<file path="config.mk">
export PLATFORM = sky130hd
export DESIGN_NAME = matrix_mult_sequencer_flat
export DESIGN_NICKNAME = d
export VERILOG_FILES = /design/src/rtl/matrix_mult_sequencer_if.sv /design/src/rtl/matrix_mult_sequencer.sv /design/src/flat_wrapper.sv
export SDC_FILE = /design/constraint.sdc
export NUM_CORES = 1
export LEC_CHECK = 0
export CAP_MARGIN = 20
export CELL_PAD_IN_SITES_DETAIL_PLACEMENT = 1
export CELL_PAD_IN_SITES_GLOBAL_PLACEMENT = 1
export CORE_ASPECT_RATIO = 0.75
export CORE_MARGIN = 2
export CORE_UTILIZATION = 54
export CTS_BUF_LIST = sky130_fd_sc_hd__clkbuf_16
export DETAILED_ROUTE_END_ITERATION = 10
export GPL_TIMING_DRIVEN = 0
export PLACE_DENSITY_LB_ADDON = 0.3
export SYNTH_ARGS = -nofsm -noshare
export SYNTH_HDL_FRONTEND = slang
export SYNTH_SLANG_ARGS = --single-unit
export TNS_END_PERCENT = 50
</file>
<file path="constraint.sdc">
create_clock -name clk -period 11 [get_ports clk]
set_input_delay 2.2 -clock clk [delete_from_list [all_inputs] [get_ports clk]]
set_output_delay 2.2 -clock clk [all_outputs]
set_load 0.01 [all_outputs]
</file>
<file path="src/rtl/matrix_mult_sequencer_if.sv">
// Pipeline <-> matrix-multiply sequencer bundle: issue handshake, operands,
// stall/done status and the register-file write port override.
interface matrix_mult_sequencer_if #(
    parameter int DATA_W = 8,
    parameter int REG_AW = 3
);
    logic                  start;
    logic                  abort;
    logic [4*DATA_W-1:0]   a_mat;
    logic [4*DATA_W-1:0]   b_mat;
    logic [REG_AW-1:0]     rd_base;
    logic                  stall;
    logic                  wr_en;
    logic [REG_AW-1:0]     wr_addr;
    logic [DATA_W-1:0]     wr_data;
    logic                  done;
    logic                  mm_ovf;

    // Pipeline side: issues the instruction and consumes stall/write port.
    modport master (
        output start, abort, a_mat, b_mat, rd_base,
        input  stall, wr_en, wr_addr, wr_data, done, mm_ovf
    );

    // Sequencer side.
    modport slave (
        input  start, abort, a_mat, b_mat, rd_base,
        output stall, wr_en, wr_addr, wr_data, done, mm_ovf
    );
endinterface

</file>
<file path="src/rtl/matrix_mult_sequencer.sv">
// Execute-stage 2x2 matrix multiplier. Latches A, B and the destination base
// on acceptance, then emits one element of C = A x B per cycle (row-major)
// into the register-file write port while holding the pipeline stalled.
module matrix_mult_sequencer #(
    parameter int DATA_W = 8,
    parameter int REG_AW = 3
) (
    input  logic                    clk,
    input  logic                    reset,
    matrix_mult_sequencer_if.slave  bus
);
    localparam int SUM_W = 2 * DATA_W + 1;

    typedef enum logic [1:0] {
        IDLE = 2'd0,
        RUN  = 2'd1,
        DONE = 2'd2
    } state_t;

    state_t              state_q, state_d;
    logic [1:0]          idx_q, idx_d;
    logic [4*DATA_W-1:0] a_q, a_d;
    logic [4*DATA_W-1:0] b_q, b_d;
    logic [REG_AW-1:0]   base_q, base_d;
    logic                wr_en_q, wr_en_d;
    logic [REG_AW-1:0]   wr_addr_q, wr_addr_d;
    logic [DATA_W-1:0]   wr_data_q, wr_data_d;
    logic                mm_ovf_q, mm_ovf_d;

    logic [SUM_W-1:0]    elem_sum [4];
    logic [SUM_W-1:0]    cur_sum;
    logic                cur_ovf;

    // One dot-product per output element from the latched operands; the
    // sequencer just selects which one to commit each cycle.
    generate
        for (genvar gi = 0; gi < 4; gi++) begin : g_elem
            localparam int RI = gi / 2;
            localparam int CJ = gi % 2;
            logic [DATA_W-1:0] a_i0, a_i1, b_0j, b_1j;
            assign a_i0 = a_q[(2*RI)*DATA_W   +: DATA_W];
            assign a_i1 = a_q[(2*RI+1)*DATA_W +: DATA_W];
            assign b_0j = b_q[CJ*DATA_W       +: DATA_W];
            assign b_1j = b_q[(2+CJ)*DATA_W   +: DATA_W];
            assign elem_sum[gi] = SUM_W'(a_i0) * SUM_W'(b_0j)
                                + SUM_W'(a_i1) * SUM_W'(b_1j);
        end
    endgenerate

    assign cur_sum = elem_sum[idx_q];
    assign cur_ovf = |cur_sum[SUM_W-1:DATA_W];

    // State and datapath registers; reset drops any operation immediately.
    always_ff @(posedge clk or posedge reset) begin
        if (reset) begin
            state_q   <= IDLE;
            idx_q     <= '0;
            a_q       <= '0;
            b_q       <= '0;
            base_q    <= '0;
            wr_en_q   <= 1'b0;
            wr_addr_q <= '0;
            wr_data_q <= '0;
            mm_ovf_q  <= 1'b0;
        end else begin
            state_q   <= state_d;
            idx_q     <= idx_d;
            a_q       <= a_d;
            b_q       <= b_d;
            base_q    <= base_d;
            wr_en_q   <= wr_en_d;
            wr_addr_q <= wr_addr_d;
            wr_data_q <= wr_data_d;
            mm_ovf_q  <= mm_ovf_d;
        end
    end

    // Next-state: accept in IDLE, commit one element per RUN cycle, abort wins.
    always_comb begin
        state_d   = state_q;
        idx_d     = idx_q;
        a_d       = a_q;
        b_d       = b_q;
        base_d    = base_q;
        wr_en_d   = 1'b0;
        wr_addr_d = wr_addr_q;
        wr_data_d = wr_data_q;
        mm_ovf_d  = mm_ovf_q;
        case (state_q)
            IDLE: begin
                if (bus.start && !bus.abort) begin
                    a_d      = bus.a_mat;
                    b_d      = bus.b_mat;
                    base_d   = bus.rd_base;
                    idx_d    = '0;
                    mm_ovf_d = 1'b0;
                    state_d  = RUN;
                end
            end
            RUN: begin
                if (bus.abort) begin
                    state_d = IDLE;
                end else begin
                    wr_en_d   = 1'b1;
                    wr_addr_d = base_q + REG_AW'(idx_q);
                    wr_data_d = cur_sum[DATA_W-1:0];
                    mm_ovf_d  = mm_ovf_q | cur_ovf;
                    idx_d     = idx_q + 2'd1;
                    if (idx_q == 2'd3) begin
                        state_d = DONE;
                    end
                end
            end
            DONE: begin
                state_d = IDLE;
            end
            default: begin
                state_d = IDLE;
            end
        endcase
    end

    // Outputs: stall covers the accepting cycle through the final write.
    always_comb begin
        bus.stall   = ((state_q == IDLE) && bus.start && !bus.abort)
                    || (state_q == RUN) || (state_q == DONE);
        bus.done    = (state_q == DONE);
        bus.wr_en   = wr_en_q;
        bus.wr_addr = wr_addr_q;
        bus.wr_data = wr_data_q;
        bus.mm_ovf  = mm_ovf_q;
    end
endmodule

</file>
<file path="src/flat_wrapper.sv">
// flat-port wrapper written by rule: the top's interface ports become plain ports
module matrix_mult_sequencer_flat 
#(
    parameter int DATA_W = 8,
    parameter int REG_AW = 3
)
  (clk, reset, bus_start, bus_abort, bus_a_mat, bus_b_mat, bus_rd_base, bus_stall, bus_wr_en, bus_wr_addr, bus_wr_data, bus_done, bus_mm_ovf);
  matrix_mult_sequencer_if #(.DATA_W(DATA_W), .REG_AW(REG_AW)) bus_i ();
  input  logic clk;
  input  logic reset;
  input wire logic [$bits(bus_i.start)-1:0] bus_start;
  input wire logic [$bits(bus_i.abort)-1:0] bus_abort;
  input wire logic [$bits(bus_i.a_mat)-1:0] bus_a_mat;
  input wire logic [$bits(bus_i.b_mat)-1:0] bus_b_mat;
  input wire logic [$bits(bus_i.rd_base)-1:0] bus_rd_base;
  output wire logic [$bits(bus_i.stall)-1:0] bus_stall;
  output wire logic [$bits(bus_i.wr_en)-1:0] bus_wr_en;
  output wire logic [$bits(bus_i.wr_addr)-1:0] bus_wr_addr;
  output wire logic [$bits(bus_i.wr_data)-1:0] bus_wr_data;
  output wire logic [$bits(bus_i.done)-1:0] bus_done;
  output wire logic [$bits(bus_i.mm_ovf)-1:0] bus_mm_ovf;
  assign bus_i.start = bus_start;
  assign bus_i.abort = bus_abort;
  assign bus_i.a_mat = bus_a_mat;
  assign bus_i.b_mat = bus_b_mat;
  assign bus_i.rd_base = bus_rd_base;
  assign bus_stall = bus_i.stall;
  assign bus_wr_en = bus_i.wr_en;
  assign bus_wr_addr = bus_i.wr_addr;
  assign bus_wr_data = bus_i.wr_data;
  assign bus_done = bus_i.done;
  assign bus_mm_ovf = bus_i.mm_ovf;
  matrix_mult_sequencer #(.DATA_W(DATA_W), .REG_AW(REG_AW)) u_core (.clk(clk), .reset(reset), .bus(bus_i));
endmodule
</file>
# --- Word level (Yosys, flattened, before mapping) ---
# Index checks and enable logic that the tools add are counted.
classes:
  bitwise: 3
  order_cmp: 1
  add_sub_neg: 6
  n_reduce_logical: 13
  eq_ne: 6
  n_mul: 8
  n_mux: 15
  shifts: 0
  n_div: 0
ops:
  columns: ["operator", "count"]
  rows:
  - ["$mul A8 B8 Y16", 8]
  - ["$add A16 B16 Y17", 4]
  - ["$bmux W17 S2", 1]
  - ["$mux W17", 2]
  - ["$mux W2", 5]
  - ["$reduce_or A9 Y1", 1]
  - ["$pmux W2 S2", 2]
  - ["$reduce_and A2 Y1", 3]
  - ["$eq A2 B2 Y1 const B", 2]
  - ["$mux W1", 4]
  - ["$add A3 B2 Y3", 1]
  - ["$ge A3 B3 Y1 const B", 1]
  - ["$logic_and A1 B1 Y1", 3]
  - ["$ne A3 B2 Y1 const B", 1]
  - ["$not A2 Y3", 1]
  - ["$reduce_and A3 Y1", 1]
  - ["$add A2 B1 Y2 const B", 1]
  - ["$eq A2 B1 Y1 const B", 1]
  - ["$logic_not A2 Y1", 1]
  - ["$logic_or A1 B1 Y1", 2]
  - ["$ne A2 B1 Y1 const B", 1]
  - ["$ne A2 B2 Y1 const B", 1]
  - ["$pmux W1 S2", 1]
  - ["$reduce_bool A2 Y1", 1]
  - ["other kinds (3)", 3]
totals:
  word_cells: 61
  latch_bits: 0
  input_bits: 71
  out_inout_bits: 15
  rom_bits: 0
  mem_bits_rw: 0
  n_memories: 0
  register_bits: 84

# --- Logic depth before layout (Yosys ltp) ---
# Gate-level depths: netlist of the first run.
depth:
  ltp_word: 9
  depth_mapped: 23

# --- Worst setup path before layout of the first run ---
# OpenSTA, ideal clock, no wires.
synth_timing:
  path_kind: "reg2reg"
  from: "register u_core.a_q[21]"
  to: "register u_core.mm_ovf_q (netlist: u_core.bus.mm_ovf)"
  arrival_time_ns: 5.866
  n_path_buf: 2
  path_stages_with_launch: 20
  required_ns: 10.865
  slack_ns: 4.999
  setup_ns: 0.135
  cell_sequence: "dfrtp_1 > clkbuf_1 > clkbuf_1 > nand2_1 > fa_1 > fa_1 > fa_1 > inv_1 > fa_1 > fa_1 > fa_1 > ha_1 > or3_2 > o21ai_0 > o31ai_2 > or4b_1 > nand3_1 > a32o_1 > o2111a_1 > a211oi_1"
synth_between:
  elab_chain_len: 9
  word_cells_on_any_way: 11
synth_lines:
  columns: ["element", "line", "text"]
  rows:
  - ["start: declaration", "matrix_mult_sequencer.sv:22", "logic [4*DATA_W-1:0] a_q, a_d;"]
  - ["start signal: assignment", "matrix_mult_sequencer.sv:58", "a_q <= '0;"]
  - ["start signal: assignment", "matrix_mult_sequencer.sv:68", "a_q <= a_d;"]
  - ["$mul A8 B8 Y16", "matrix_mult_sequencer.sv:45", "assign elem_sum[gi] = SUM_W'(a_i0) * SUM_W'(b_0j)"]
  - ["$add A16 B16 Y17", "matrix_mult_sequencer.sv:46", "+ SUM_W'(a_i1) * SUM_W'(b_1j);"]
  - ["$bmux W17 S2 (*)", "matrix_mult_sequencer.sv:50", "assign cur_sum = elem_sum[idx_q];"]
  - ["$mux W17 (implied by the code) (*) (2 in a row)", "matrix_mult_sequencer.sv:50", null]
  - ["$reduce_or A9 Y1 (*)", "matrix_mult_sequencer.sv:51", "assign cur_ovf = |cur_sum[SUM_W-1:DATA_W];"]
  - ["$or A1 B1 Y1 (*)", "matrix_mult_sequencer.sv:107", "mm_ovf_d = mm_ovf_q | cur_ovf;"]
  - ["$mux W1 (*)", "matrix_mult_sequencer.sv:101", "if (bus.abort) begin"]
  - ["$pmux W1 S2 (*)", "matrix_mult_sequencer.sv:89", "case (state_q)"]
  - ["end signal: assignment", "matrix_mult_sequencer.sv:74", "mm_ovf_q <= mm_ovf_d;"]
  - ["end: declaration", "matrix_mult_sequencer.sv:28", "logic mm_ovf_q, mm_ovf_d;"]
# Mark *: on every way between the ends. The rest lies on a longest branch, timed or not. The select of a mux whose other input is x is not followed.
# A chain may end at the register's enable or synchronous reset.

# --- Worst setup path in the final report of the first run ---
layout_timing:
  from: "register u_core.b_q[4]"
  to: "register u_core.mm_ovf_q (netlist: u_core.bus.mm_ovf)"
layout_between:
  elab_chain_len: 9
  word_cells_on_any_way: 11
layout_lines:
  columns: ["element", "line", "text"]
  rows:
  - ["start: declaration", "matrix_mult_sequencer.sv:23", "logic [4*DATA_W-1:0] b_q, b_d;"]
  - ["start signal: assignment", "matrix_mult_sequencer.sv:59", "b_q <= '0;"]
  - ["start signal: assignment", "matrix_mult_sequencer.sv:69", "b_q <= b_d;"]
  - ["$mul A8 B8 Y16", "matrix_mult_sequencer.sv:45", null]
  - ["$add A16 B16 Y17", "matrix_mult_sequencer.sv:46", null]
  - ["$bmux W17 S2 (*)", "matrix_mult_sequencer.sv:50", null]
  - ["$mux W17 (implied by the code) (*) (2 in a row)", "matrix_mult_sequencer.sv:50", null]
  - ["$reduce_or A9 Y1 (*)", "matrix_mult_sequencer.sv:51", null]
  - ["$or A1 B1 Y1 (*)", "matrix_mult_sequencer.sv:107", null]
  - ["$mux W1 (*)", "matrix_mult_sequencer.sv:101", null]
  - ["$pmux W1 S2 (*)", "matrix_mult_sequencer.sv:89", null]
# Marked as above.

==> impl_metrics.tcl, run 1 <==
set metrics [dict create \
    synthFlopType "dfrtp_1" \
    place_hpwl_um 59100 \
    drive_gt1_share_pct 5.02 \
    async_reset_ff_share_pct 100 \
    critical_path_class "reg -> reg" \
    synth_compound_area_share_pct 4.97 \
    synth-seq-area-share_pct 10.0 \
    cpMaxStageDelayCell "dfrtp_1" \
    drc 0 \
    fin_cells 2850 \
    cts_resized 0 \
    clock_latency_ps 360 \
    clockBufferDepth 2 \
    slew_violations 0 \
    vias 16900 \
    synth_fa_ha_area_share_pct 52.7 \
    final_util_pct 59.7 \
    die_w_um 232 \
    gr-total-overflow 0 \
    cts_htree_levels 3 \
    nets 3046 \
    io_pins 86 \
    gp_congestion 0.913 \
    end_kind "flop" \
    worst_pin_slew_ps 1110 \
    detail_route.wl_per_cell_um 26.0 \
    initial_core_util_pct 54.8 \
    yosysWarnings 0 \
    run_status "completed" \
    synthMuxAreaShare_pct 4.54 \
    max_freq_mhz 132 \
    worst_ep_arrival_time_ps 7870 \
    syn-num-nets 2947 \
    crit_top_cell "fa_1" \
    rows 62 \
    grt_pass1_wl_um 113000 \
    critPathMaxStageDelay_ps 850 \
    setup_viol 0 \
    core_um2 38300 \
    grt_pass1_vias 19700 \
    path_clk_slew_ps 70 \
    drtIter0Drc 1170 \
    grt_antenna_before_repair 6 \
    avgSynthCellArea_um2 9.44 \
    cts-root-buf "clkbuf_16" \
    cts_buffers 9 \
    tns_ps 0 \
    rsz0062_at_grt "false" \
    place_ws_ps 3560 \
    drt_pass1_iterations 5 \
    cp_max_fo 10 \
    place_inst 2825 \
    ant_nets 0 \
    yosys_register_bits 84 \
    area_delta_synth_final_pct 8.87 \
    critical_path.top_delay_family "adder cells" \
    synthesis.area_um2 21000 \
    synth_edf_count 0 \
    clkSinkCount 84 \
    r2r_cells 19 \
    syn_inst 2225 \
    synth_top_family_by_area "adder cells" \
    grt_use_total_pct 38.1 \
    final.setup_skew_ps 7.49 \
    holdPathStages 2 \
    worst_ep_required_time_ps 11270 \
    yosys.area_share.simple_pct 15.9 \
    port_buffers 85 \
    synth_xor_area_share_pct 1.79 \
    ys_types 69 \
    post-route-period-util_pct 69.1 \
    worstSetupStartpointType "flop" \
    worst-path-buf-inv 4 \
    finalHoldViolCount 0 \
    period_minus_slack_ps 7600 \
    worst-path-stages 19 \
    drv_cap 0 \
    path_cells "clkbuf_1, nand2_1, fa_1, inv_1, fa_1, inv_1, fa_1, fa_1, fa_1, fa_1, inv_1, ha_1, a21oi_1, a21boi_0, a2111oi_2, nor2b_1, a2111oi_0, a311oi_1, a211oi_1" \
    hold_buffers 0 \
    die-height_um 175 \
    cts_tree "built" \
    drt-total-wl_um 74100 \
    dieArea_um2 40500 \
    relSlewSlack_pct 25.9 \
    cts_setup_buffers 0 \
    hold_path.class "reg -> reg" \
    r2r_slack_ps 3400 \
    vias_per_cell 5.91 \
    grt_max_degree 45 \
    finalWorstSetupSlack_ps 3400 \
]
cell families after synthesis:
group	Yosys count
mux	77
simple gates	677
fa+ha+maj	651
buf+inv	549
flops	84
compound gates	144
xor+xnor	43
through the flow:
step	hold slack (ps)	cell area [um2]
final	491	22900
after global routing	530	22900
after CTS	492	22900
after detailed placement	474	22600
after global placement	455	22500
after floorplan	487	21000
cell type report:
| type | count | area [um2] |
|---|---|---|
| diodes | 9 | 22.5 |
| plain buffers | 86 | 383 |
| clock buffers | 9 | 225 |
| clock inverters | 7 | 51.3 |
| fillers | 4361 | 15400 |
| inverters | 463 | 1740 |
| multi-input cells | 1592 | 16800 |
| flip-flops and latches | 84 | 2100 |
| well taps | 512 | 641 |
| repair buffers | 88 | 921 |
layer usage:
layer | vias up | track usage (%) | routed length, um
met5 | - | 0 | 21
met4 | 2 | 25.6 | 5380
met3 | 300 | 9.07 | 6310
met2 | 830 | 62.9 | 35300
met1 | 8679 | 44.3 | 27100
li1 | 7041 | - | -
registers in the layout, summed over array words and instances, names as in the netlist:
| signal | count |
|---|---|
| u_core.a_q | 32 |
| u_core.b_q | 32 |
| u_core.bus.wr_data | 8 |
| u_core.base_q | 3 |
| u_core.bus.wr_addr | 3 |
| u_core.idx_q | 2 |
| u_core.state_q | 2 |
| u_core.bus.mm_ovf | 1 |
| u_core.bus.wr_en | 1 |
layout by cell type (no fill, tap or decap), types with 5 or more instances in the layout:
| cell type | count |
|---|---|
| o21a_1 | 8 |
| mux4_2 | 8 |
| o21bai_1 | 10 |
| diode_2 | 9 |
| and2_1 | 252 |
| clkbuf_16 | 9 |
| mux2_2 | 67 |
| dfrtp_1 | 84 |
| xnor2_1 | 29 |
| fa_1 | 389 |
| o21ai_0 | 25 |
| a211oi_1 | 9 |
| nor4_1 | 7 |
| a21o_1 | 13 |
| nand3_1 | 17 |
| o2111ai_1 | 5 |
| ha_1 | 262 |
| nor2_1 | 31 |
| xor2_1 | 14 |
| nand2_1 | 318 |
| a21oi_1 | 25 |
| a2111oi_0 | 5 |
| nor2b_1 | 6 |
| clkdlybuf4s50_1 | 85 |
| o211ai_1 | 5 |
| nor3_1 | 17 |
| a31oi_1 | 5 |
| inv_1 | 462 |
| clkbuf_1 | 81 |
worst paths after layout:
path                                  startpoint               endpoint
max                                u_core.b_q[4]      u_core.bus.mm_ovf
max reg2reg                        u_core.b_q[4]      u_core.bus.mm_ovf
min reg2reg                u_core.bus.wr_addr[1]  u_core.bus.wr_addr[1]
min in group asynchronous                  reset  u_core.bus.wr_data[3]
min                        u_core.bus.wr_addr[1]  u_core.bus.wr_addr[1]
max in group asynchronous                  reset          u_core.a_q[5]
synth_stat cells (4+ instances only):
cell type	count	share of area [%]
o21bai_1	10	0.36
dfrtp_1	84	10
o21ai_0	25	0.60
inv_1	463	8.3
a2111oi_0	5	0.21
xor2_1	14	0.58
nor3_1	17	0.40
and3_1	4	0.12
xnor2_1	29	1.2
and2_1	252	7.5
a21oi_1	25	0.60
nand4_1	4	0.12
a31oi_1	5	0.15
a211oi_1	9	0.32
nor4_1	7	0.21
o211ai_1	5	0.18
nand3_1	17	0.40
mux2_2	67	3.6
mux4_2	8	0.86
a21o_1	13	0.46
nor2_1	31	0.55
nand2_1	318	5.7
ha_1	262	16
o21a_1	8	0.29
or3_1	4	0.12
o2111ai_1	5	0.21
fa_1	389	37
clkbuf_1	81	1.4
nor2b_1	6	0.18
worst min-delay path, delay by kind of cell (launching register included):
kind,cells,cell delay (ps)
AND/OR/NAND/NOR,2,110
flip-flops,1,350
Power of run 1 is left out: the tool's default activity adds up to more than one toggle a clock period on the data nets, which glitch-free logic cannot reach.
==> run 2, diff against run 1 <==
--- a/config.mk
+++ b/config.mk
@@ -10,7 +10,7 @@
 export CELL_PAD_IN_SITES_GLOBAL_PLACEMENT = 1
 export CORE_ASPECT_RATIO = 0.75
 export CORE_MARGIN = 2
-export CORE_UTILIZATION = 54
+export CORE_UTILIZATION = 51
 export CTS_BUF_LIST = sky130_fd_sc_hd__clkbuf_16
 export DETAILED_ROUTE_END_ITERATION = 10
 export GPL_TIMING_DRIVEN = 0
==> constraint.sdc (replaced) <==
create_clock -name clk -period 7.3 [get_ports clk]
set_input_delay 1.46 -clock clk [delete_from_list [all_inputs] [get_ports clk]]
set_output_delay 1.46 -clock clk [all_outputs]
set_load 0.01 [all_outputs]
==> run 2 against run 1 <==
Against the previous run: non-clock buffer count fell by 3; hold slack got worse by 14 ps; count of clock-buffer cells in the layout did not move; clock skew rose by 4.5 ps; worst setup slack got worse by 3300 ps.
==> impl_metrics.tcl, run 2 (same netlist as run 1, synthesis figures left out) <==
set metrics [dict create \
    gr-total-overflow 0 \
    run_status "completed" \
    clock_latency_ps 370 \
    setup_viol 0 \
    grt_pass1_vias 19300 \
    core_um2 40700 \
    cts_htree_levels 3 \
    max_freq_mhz 138 \
    final.setup_skew_ps 12.0 \
    worstSetupStartpointType "flop" \
    rows 64 \
    slew_violations 0 \
    cp_max_fo 10 \
    clkSinkCount 84 \
    finalHoldViolCount 0 \
    area_delta_synth_final_pct 9.31 \
    drtIter0Drc 852 \
    worst_pin_slew_ps 1150 \
    startpoint "u_core.a_q[27]" \
    io_pins 86 \
    vias_per_cell 5.79 \
    hold_path.class "reg -> reg" \
    drive_gt1_share_pct 7.05 \
    gp_congestion 0.909 \
    period_minus_slack_ps 7250 \
    worstHoldStart "u_core.bus.wr_data[3]" \
    grt_max_degree 50 \
    drt-total-wl_um 71900 \
    die_w_um 238 \
    post-route-period-util_pct 99.3 \
    clockBufferDepth 2 \
    fin_hold_ws_ps 477 \
    path_clk_slew_ps 70 \
    cts-root-buf "clkbuf_16" \
    die-height_um 180 \
    drt_pass1_iterations 5 \
    relSlewSlack_pct 23.6 \
    cts_tree "built" \
    reg2reg_from "u_core.a_q[27]" \
    nets 3043 \
    hold_buffers 0 \
    grt_pass1_wl_um 111000 \
    port_buffers 85 \
    ant_nets 0 \
    worst_ep_required_time_ps 7530 \
    grt_use_total_pct 35.1 \
    cts_setup_buffers 0 \
    detail_route.wl_per_cell_um 25.2 \
    vias 16600 \
    final_cell_mix "inv_1 (462), fa_1 (389), nand2_1 (318)" \
    drc 0 \
    rsz0062_at_grt "false" \
    initial_core_util_pct 51.7 \
    place_hpwl_um 57500 \
    grt_antenna_before_repair 4 \
    final_common_cell "inv_1" \
    fillers 4680 \
    dieArea_um2 42900 \
    worst_ep_arrival_time_ps 7480 \
    critical_path_class "reg -> reg" \
    cts_buffers 9 \
    drv_cap 0 \
    end_kind "flop" \
]
==> run 2: changes by cell type in the layout (fill, tap and decap cells not counted), sizes merged <==
cell    delta
buf        +2
diode      -5
bufinv     +2
clkbuf     -5
inv        -2
==> run 2: critical path, stage by stage, from the launching register on <==
cell and delay (ps):
dfrtp_1 720, clkbuf_1 560, nand2_1 190, fa_1 480, fa_1 470, fa_1 550, inv_1 50, fa_1 470
fa_1 540, fa_1 430, ha_1 380, o21ai_0 170, o21ai_0 330, a2111oi_0 180, nor4_1 200, o311ai_0 200
a311oi_1 580, o2111a_1 500, a211oi_1 100
==> run 2: what timing repair did <==
| action | in CTS | in global routing |
|---|---|---|
| setup endpoints to repair | 1 | 1 |
| pin swaps | 0 | 0 |
| endpoints found under the hold margin | 0 | 0 |
| gates resized for setup | 10 | 78 |
==> run 2: final timing paths <==
path                       slack [ps]                     to  cells past startpoint
setup / recovery                   50      u_core.bus.mm_ovf                     18
hold / removal                    480  u_core.bus.wr_data[3]                      2
setup reg to reg                   50      u_core.bus.mm_ovf                     18
hold reg to reg                   480  u_core.bus.wr_data[3]                      2
max in group asynchronous        5110         u_core.b_q[13]                      3
min in group asynchronous        1520         u_core.a_q[19]                      2
==> run 2: layer usage <==
| layer | vias to the layer above | part of all wire, % | global-route usage (%) |
|---|---|---|---|
| met4 | 6 | 6.7 | 21.6 |
| met1 | 8642 | 38 | 42.8 |
| li1 | 7054 | - | - |
| met3 | 226 | 7.5 | 6.54 |
| met5 | - | 0.054 | 0 |
| met2 | 627 | 47 | 57.9 |
==> run 2: metrics by stage <==
| stage | instances | util (%) | worst slack (ps) | setup TNS, ps | cell area, um2 |
|---|---|---|---|---|---|
| floorplan | 2225 | - | 1300 | 0 | 21000 |
| global placement | 2838 | 55.4 | -42.5 | -42.5 | 22500 |
| detailed placement | 2841 | 55.5 | -81.4 | -81.4 | 22600 |
| CTS | 2857 | 56.3 | 0.405 | 0 | 22900 |
| global route | 2854 | 56.4 | 1.48 | 0 | 23000 |
| finish | 2858 | 56.5 | 50.2 | 0 | 23000 |
==> run 2: area by class of cell <==
class	instances	area [um2]	share of cell area [%]
Antenna cell	4	10.0	0.0436
Multi-Input combinational cell	1592	16800	73.1
Tap cell	528	661	2.88
Sequential cell	84	2110	9.21
Buffer	83	428	1.86
Timing Repair Buffer	88	908	3.95
Clock buffer	9	225	0.981
Inverter	463	1740	7.58
Clock inverter	7	91.3	0.398
Power of run 2 is left out for the same reason.
==> run 3, diff against run 2 <==
--- a/config.mk
+++ b/config.mk
@@ -10,11 +10,12 @@
 export CELL_PAD_IN_SITES_GLOBAL_PLACEMENT = 1
 export CORE_ASPECT_RATIO = 0.75
 export CORE_MARGIN = 2
-export CORE_UTILIZATION = 51
+export CORE_UTILIZATION = 54
 export CTS_BUF_LIST = sky130_fd_sc_hd__clkbuf_16
 export DETAILED_ROUTE_END_ITERATION = 10
 export GPL_TIMING_DRIVEN = 0
 export PLACE_DENSITY_LB_ADDON = 0.3
+export SLEW_MARGIN = 20
 export SYNTH_ARGS = -nofsm -noshare
 export SYNTH_HDL_FRONTEND = slang
 export SYNTH_SLANG_ARGS = --single-unit
==> constraint.sdc (replaced) <==
create_clock -name clk -period 9.2 [get_ports clk]
set_input_delay 1.84 -clock clk [delete_from_list [all_inputs] [get_ports clk]]
set_output_delay 1.84 -clock clk [all_outputs]
set_load 0.01 [all_outputs]
==> run 3 against run 2 <==
Against the previous run: die area is 5.4% lower; global-route usage is 3.4 points higher; via count is 1.1% higher; hold slack better by 12 ps; highest routed layer unchanged; routed wire length is 3.8% higher; non-clock buffer count is 1 higher; critical path depth stayed put.
==> impl_metrics.tcl, run 3 (same netlist as run 1, synthesis figures left out) <==
set metrics [dict create \
    grt_use_total_pct 38.6 \
    grt_pass1_vias 19700 \
    slew_violations 0 \
    core_um2 38300 \
    gp_congestion 0.913 \
    design_area_um2 22900 \
    cts_resized 0 \
    port_buffers 85 \
    detail_route.wl_per_cell_um 26.3 \
    dpl_cell_area_um2 22500 \
    initial_core_util_pct 54.8 \
    worstSetupStartpointType "flop" \
    max_freq_mhz 129 \
    worst_ep_required_time_ps 9480 \
    cts_tree "built" \
    critPathMaxStageDelay_ps 900 \
    vias_per_cell 5.89 \
    post-route-period-util_pct 84.0 \
    cts-root-buf "clkbuf_16" \
    area_delta_synth_final_pct 8.78 \
    worst-path-stages 18 \
    critical_path_class "reg -> reg" \
    final_cell_mix "inv_1 (462), fa_1 (389), nand2_1 (318)" \
    drive_gt1_share_pct 4.94 \
    place_hpwl_um 58800 \
    gr-total-overflow 0 \
    worst_ep_arrival_time_ps 8000 \
    cpMaxStageDelayCell "dfrtp_1" \
    cts_htree_levels 3 \
    worst_pin_slew_ps 1100 \
    final_common_cell "inv_1" \
    critical_path.top_delay_family "adder cells" \
    tns_ps 0 \
    final.setup_skew_ps 8.00 \
    path_cells "clkbuf_1, nand2_1, fa_1, fa_1, fa_1, inv_1, fa_1, fa_1, fa_1, ha_1, o211ai_1, o211a_1, o31ai_2, a21oi_1, xor2_1, a2111oi_0, a311oi_1, a211oi_1" \
    drc 0 \
    vias 16700 \
    clockBufferDepth 2 \
    relSlewSlack_pct 26.4 \
    die_w_um 232 \
    hold_buffers 0 \
    grt_max_degree 45 \
    clkSinkCount 84 \
    nets 3044 \
    period_minus_slack_ps 7730 \
    setup_viol 0 \
    ant_nets 0 \
    holdPathStages 2 \
    drt-total-wl_um 74700 \
    end_kind "flop" \
    drtIter0Drc 1252 \
    rows 62 \
    cts_setup_buffers 0 \
    path_clk_slew_ps 70 \
    hold_path.class "reg -> reg" \
    dieArea_um2 40500 \
    io_pins 86 \
    die-height_um 175 \
    cts_buffers 9 \
    r2r_cells 18 \
    crit_top_cell "fa_1" \
    drt_pass1_iterations 5 \
    rsz0062_at_grt "false" \
    drv_cap 0 \
    worst-path-buf-inv 2 \
    run_status "completed" \
    clock_latency_ps 370 \
    grt_pass1_wl_um 114000 \
    finalHoldViolCount 0 \
    cp_max_fo 10 \
    grt_antenna_before_repair 7 \
]
-- run 3: cell count changes in the layout (fill, tap and decap cells not counted), sizes merged --
cell,delta
buf,-4
clkbuf,+5
diode,-2
-- run 3: worst register-to-register path, cell delays in order, from the launching register on --
cell       delay, ps
dfrtp_1          900
clkbuf_1         730
nand2_1          250
fa_1             650
fa_1             460
fa_1             550
inv_1             70
fa_1             580
fa_1             440
fa_1             450
ha_1             390
o211ai_1         140
o211a_1          280
o31ai_2          400
a21oi_1          140
xor2_1           160
a2111oi_0        670
a311oi_1         130
a211oi_1         240
-- run 3: layout make-up --
type                    instances  area (um2)
clock inverters                 7        91.3
plain buffers                  86         385
fillers                      4352       15500
flip-flops and latches         84        2100
inverters                     463        1740
well taps                     512         641
diodes                          2        5.00
repair buffers                 86         878
clock buffers                   9         225
multi-input cells            1592       16800
-- run 3: layer usage --
layer / vias to the layer above / track usage, % / part of all wire, %
li1: 7042 / - / -
met3: 361 / 8.19 / 8.3
met1: 8557 / 45.1 / 36
met5: - / 0 / 0.046
met4: 4 / 28.0 / 8.8
met2: 769 / 63.1 / 47
-- run 3: stage by stage --
step                hold slack, ps  worst slack [ps]  cells  util [%]
floorplan                      487              3200   2225         -
global placement               455              1980   2822      58.7
detailed placement             476              1760   2823      58.8
CTS                            493              1660   2839      59.6
global route                   530              1420   2839      59.6
finish                         489              1470   2841      59.7
-- run 3: path summary, 6_finish.rpt --
check                                      startpoint                     to  slack (ps)
worst max-delay path                    u_core.b_q[4]      u_core.bus.mm_ovf        1470
worst min-delay path            u_core.bus.wr_addr[1]  u_core.bus.wr_addr[1]         490
worst max register to register          u_core.b_q[4]      u_core.bus.mm_ovf        1470
worst min register to register  u_core.bus.wr_addr[1]  u_core.bus.wr_addr[1]         490
max in group asynchronous                       reset          u_core.a_q[7]        6650
min in group asynchronous                       reset         u_core.a_q[17]        1890
Power of run 3 is left out for the same reason.
==> RTL edit 1: new RTL, settings of run 2 <==
`REG_AW` is set to 3 in 3 places; all go to 4.
--- a/src/rtl/matrix_mult_sequencer_if.sv
+++ b/src/rtl/matrix_mult_sequencer_if.sv
@@ -2,7 +2,7 @@
 // stall/done status and the register-file write port override.
 interface matrix_mult_sequencer_if #(
     parameter int DATA_W = 8,
-    parameter int REG_AW = 3
+    parameter int REG_AW = 4
 );
     logic                  start;
     logic                  abort;
--- a/src/rtl/matrix_mult_sequencer.sv
+++ b/src/rtl/matrix_mult_sequencer.sv
@@ -3,7 +3,7 @@
 // into the register-file write port while holding the pipeline stalled.
 module matrix_mult_sequencer #(
     parameter int DATA_W = 8,
-    parameter int REG_AW = 3
+    parameter int REG_AW = 4
 ) (
     input  logic                    clk,
     input  logic                    reset,
--- a/src/flat_wrapper.sv
+++ b/src/flat_wrapper.sv
@@ -2,7 +2,7 @@
 module matrix_mult_sequencer_flat 
 #(
     parameter int DATA_W = 8,
-    parameter int REG_AW = 3
+    parameter int REG_AW = 4
 )
   (clk, reset, bus_start, bus_abort, bus_a_mat, bus_b_mat, bus_rd_base, bus_stall, bus_wr_en, bus_wr_addr, bus_wr_data, bus_done, bus_mm_ovf);
   matrix_mult_sequencer_if #(.DATA_W(DATA_W), .REG_AW(REG_AW)) bus_i ();
Interface: changed (resized bus_rd_base and bus_wr_addr); port bits go from 86 to 88. No check against the original RTL was run, so the function may have changed too.
==> RTL edit 1 against run 2 <==
- area after synthesis up 0.33%
- non-clock buffer count down 4
- worst setup slack better by 0.034 ns
- via count is 0.51% higher
- sequential cell count up 2
- final area grew 0.11%
- final cell count decreased by 0.17%
- critical endpoint unchanged
- wire length down 0.54%
Power is left out: the tool's default activity adds up to more than one toggle a clock period on the data nets, which glitch-free logic cannot reach.
==> RTL edit 1: results (changes against run 2) <==
* **pin count of the biggest net entering global routing** 60, +20%
* **final weighted congestion in routability-driven placement** 0.949, +4.4%
* **Global Route met1 Usage** 0.472, +0.0439
* **total nets after synthesis** 2948, +0.034%
* **Placed Cells** 2840, -0.035%
* **status** finished clean
* **first drt pass iteration count** 7, +2
* **number of I/O port buffers** 87, +2.4%
* **arrival time of data at the critical path endpoint** 7.47 ns, about the same
* **H-tree lvl count** 3, unchanged
* **Worst setup startpoint** u_core.b_q[5]
* **number of cells on the worst reg-to-reg path** 20, +2
* **proportion of layout cells with a drive suffix above 1** 0.0736, +0.00307
* **estimated wirelength of the detail-placed design** 56.3 mm, -2.1%
* **sequential share of the synthesized area** 0.102, +0.00205
* **Post-Route Hold Slack** 0.488 ns, +0.0107 ns
* **met2 capacity usage during global routing** 0.541, -0.0383
* **number of antenna violations at the first check in global routing** 5, +1
* **Clk Latency, worst-skew pair** 0.39 ns, +0.02 ns
* **Commonest cells post-synth** inv_1 (467), fa_1 (389), nand2_1 (304)
* **routed vias** 16639, +0.51%
* **worst setup slack before clock tree synthesis** -0.134 ns, -0.0523 ns
* **multiplexer share of the synthesized area** 0.0447, -0.000742
* **Total Wirelength** 71.5 mm, -0.54%
* **number of gates resized after cts** 13, +3
* **top cells by area, synth** fa_1 (37%), ha_1 (16%), dfrtp_1 (10%)
* **min-delay src** u_core.bus.wr_data[2]
* **fill count** 4675, -0.11%
* **Worst Hold Path EP** u_core.bus.wr_data[2]
* **Via-to-Cell Ratio** 5.83, +0.68%
* **Slowest Stage Delay on Critical Path** 0.81 ns, +0.09 ns
* **wire length of the first global-routing pass** 111 mm, -0.20%
* **drt first-iter violations** 1188, +39%
* **highest achievable clock rate** 139 MHz, +0.48%
* **share of the synthesized area in compound gates (AO/OA/AOI/OAI)** 0.0569, +0.00714
* **vias in the first global route** 18882, -1.9%
* **mean instance size in the synthesized netlist** 9.48 um^2, +0.37%
* **Worst R2R Setup Slack** 0.08 ns, +0.03 ns
* **Worst Max-Slew Pin Slew** 1.04 ns, -0.108 ns
* **all-layer global routing usage** 0.349, -0.00221
* **post-place instance area** 22600 um^2, +0.26%
* **Setup Skew** 0.0226 ns, +0.0106 ns
* **global-route met3 utilization** 0.0910, +0.0256
-- RTL edit 1: cell types whose count changed after synthesis, sizes merged, moves of 6 or more --
cell,delta
buf,+10
xor2,+6
nand2,-14
o21ai,+9
clkbuf,-12
xnor2,-6
a21oi,+12
nor2,-8
nor3,-6
-- RTL edit 1: metal layers --
| metal | wire, um | up-vias |
|---|---|---|
| met5 | 172 | - |
| met4 | 2950 | 4 |
| met3 | 7650 | 151 |
| met2 | 31500 | 829 |
| met1 | 29300 | 8624 |
| li1 | - | 7031 |
-- RTL edit 1: cell type report --
type	count	share of cell area
inverters	469	0.0767
flip-flops and latches	86	0.0940
clock buffers	9	0.00979
diodes	1	0.000109
clock inverters	7	0.00337
plain buffers	79	0.0161
repair buffers	88	0.0391
well taps	528	0.0287
multi-input cells	1586	0.732
==> RTL edit 2: new RTL, config.mk and constraints of run 2 <==
Made on the original files. Reset style: synchronous (`reset`), changed in one clocked block.
--- a/src/rtl/matrix_mult_sequencer.sv
+++ b/src/rtl/matrix_mult_sequencer.sv
@@ -51,7 +51,7 @@
     assign cur_ovf = |cur_sum[SUM_W-1:DATA_W];
 
     // State and datapath registers; reset drops any operation immediately.
-    always_ff @(posedge clk or posedge reset) begin
+    always_ff @(posedge clk) begin
         if (reset) begin
             state_q   <= IDLE;
             idx_q     <= '0;
Function: changed (a bounded check fails within 4 cycles, from zero or initial values and one cycle with reset high; the reset may be asserted at any time).
==> RTL edit 2 against run 2 <==
- global-route usage grew 0.23 points
- fmax hardly changed
- hold slack lost 0.017 ns
- via count grew 5.1%
- wire length shrank 0.74%
- worst setup slack worse by 0.0062 ns
- sequential cell count unchanged
- clock skew increased by 0.0051 ns
- area after synthesis shrank 1.8%
- final area decreased by 2.0%
- largest cell class unchanged
Power is left out: it rests on default switching activity, and per cell area and clock period it moved more than threefold.
==> RTL edit 2: results (changes against run 2) <==
* **Finished Layout Cells** 2986, +4.5%
* **post-place instance area** 22100 um^2, -2.1%
* **number of distinct library cell variants in the gate-level netlist after synthesis** 67, -2.9%
* **number of I/O port buffers** 84, -1.2%
* **routed length on met1** 29.3 mm, +6.3%
* **Commonest cells post-synth** inv_1 (461), nand2_1 (427), fa_1 (389)
* **final weighted congestion in routability-driven placement** 0.965, +6.2%
* **Via-to-Cell Ratio** 5.83, +0.59%
* **net total in the final layout** 3181, +4.5%
* **capture point of the worst path** u_core.bus.mm_ovf
* **number of antenna violations at the first check in global routing** 1, -3
* **estimated wirelength of the detail-placed design** 59.6 mm, +3.6%
* **Worst Max-Slew Pin Slew** 1.07 ns, -0.0799 ns
* **drt first-iter violations** 1080, +27%
* **all-layer global routing usage** 0.353, +0.00227
* **status** finished clean
* **sequential share of the synthesized area** 0.0815, -0.0185
* **Worst setup startpoint** u_core.b_q[20]
* **main flop type after synthesis** dfxtp_1
* **post-synthesis adder-cell area fraction** 0.536, +0.00987
* **mean instance size in the synthesized netlist** 8.71 um^2, -7.8%
* **proportion of layout cells with a drive suffix above 1** 0.0386, -0.0320
* **pin count of the biggest net entering global routing** 18, -64%
* **multiplexer share of the synthesized area** 0.00807, -0.0374
* **highest signal layer in the routed design** met4
* **wire length of the first global-routing pass** 111 mm, -0.12%
* **Clk Latency, worst-skew pair** 0.40 ns, +0.03 ns
* **post-synthesis xor/xnor area fraction** 0.0140, -0.00391
* **wire length on met3** 6.47 mm, +21%
[RTL edit 2: changes by cell type in the layout (fill, tap and decap cells not counted), moves of 65 or more]
cell            run 2  this run
nand2_1           318       427
a21oi_1            25       105
dfxtp_1             0        74
mux2_2             67         2
dfrtp_1            74         0
[RTL edit 2: worst min-delay path by stage]
stage | from | to | slack (ns) | cells after the start
CTS | u_core.bus.wr_addr[1] | u_core.bus.wr_addr[1] | 0.46 | 2
global route | u_core.bus.wr_addr[0] | u_core.bus.wr_addr[0] | 0.48 | 2
detailed placement | u_core.bus.wr_data[2] | u_core.bus.wr_data[2] | 0.45 | 2
finish | u_core.bus.wr_data[2] | u_core.bus.wr_data[2] | 0.46 | 2
global placement | u_core.bus.wr_data[1] | u_core.bus.wr_data[1] | 0.44 | 2
floorplan | u_core.base_q[0] | u_core.base_q[0] | 0.44 | 2
[RTL edit 2: final cells by class]
cell class,count,area share
buffer,96,0.0186
inverter,462,0.0771
clock inverter,7,0.00395
timing repair buffer,84,0.0374
multi-input combinational,1722,0.749
sequential,84,0.0753
antenna,2,0.000222
tap,520,0.0289
clock buffer,9,0.0100
[RTL edit 2: cell families (layout without fill, tap and decap cells)]
kind of cell               after synthesis  after routing
muxes                                   10             10
adders and majority gates              651            651
buffers and inverters                  562            658
xor gates and xnor gates                33             33
and+or+nand+nor                        780            780
DFF                                     84             84
other                                    0              2
AOI/OAI and AO/OA                      248            248
[RTL edit 2: stage by stage]
stage / TNS [ns] / utilization / setup slack [ns] / hold WS, ns
2_1_floorplan: 0 / - / 1.22 / 0.441
3_3_place_gp: -0.0326 / 0.557 / -0.0326 / 0.444
3_5_place_dp: -0.199 / 0.557 / -0.199 / 0.452
4_1_cts: 0 / 0.565 / 0.0399 / 0.463
5_1_grt: -0.0146 / 0.566 / -0.0146 / 0.476
6_report: 0 / 0.566 / 0.0440 / 0.460
[RTL edit 2: metal layers]
layer	track usage	vias to the layer above
li1	-	7466
met1	0.459	8981
met2	0.570	772
met3	0.0811	180
met4	0.156	0
met5	0	-
[RTL edit 2: timing repair]
item,4_1_cts,5_1_grt
endpoints found under the setup margin,1,1
resized for setup,11,85
hold buffers,0,0
[RTL edit 2: worst max-delay path: stages, from the launching register on]
cell and delay [ns]:
dfxtp_1 0.59, clkbuf_1 0.65, nand2_1 0.16, fa_1 0.50
fa_1 0.59, fa_1 0.45, fa_1 0.51, fa_1 0.43
fa_1 0.49, inv_1 0.07, ha_1 0.36, o21a_1 0.23
o21a_1 0.19, a2111oi_2 0.50, nor2_1 0.13, nor4_1 0.47
nor3_1 0.12, o211a_1 0.19, a2111oi_4 0.39, a2111oi_2 0.07
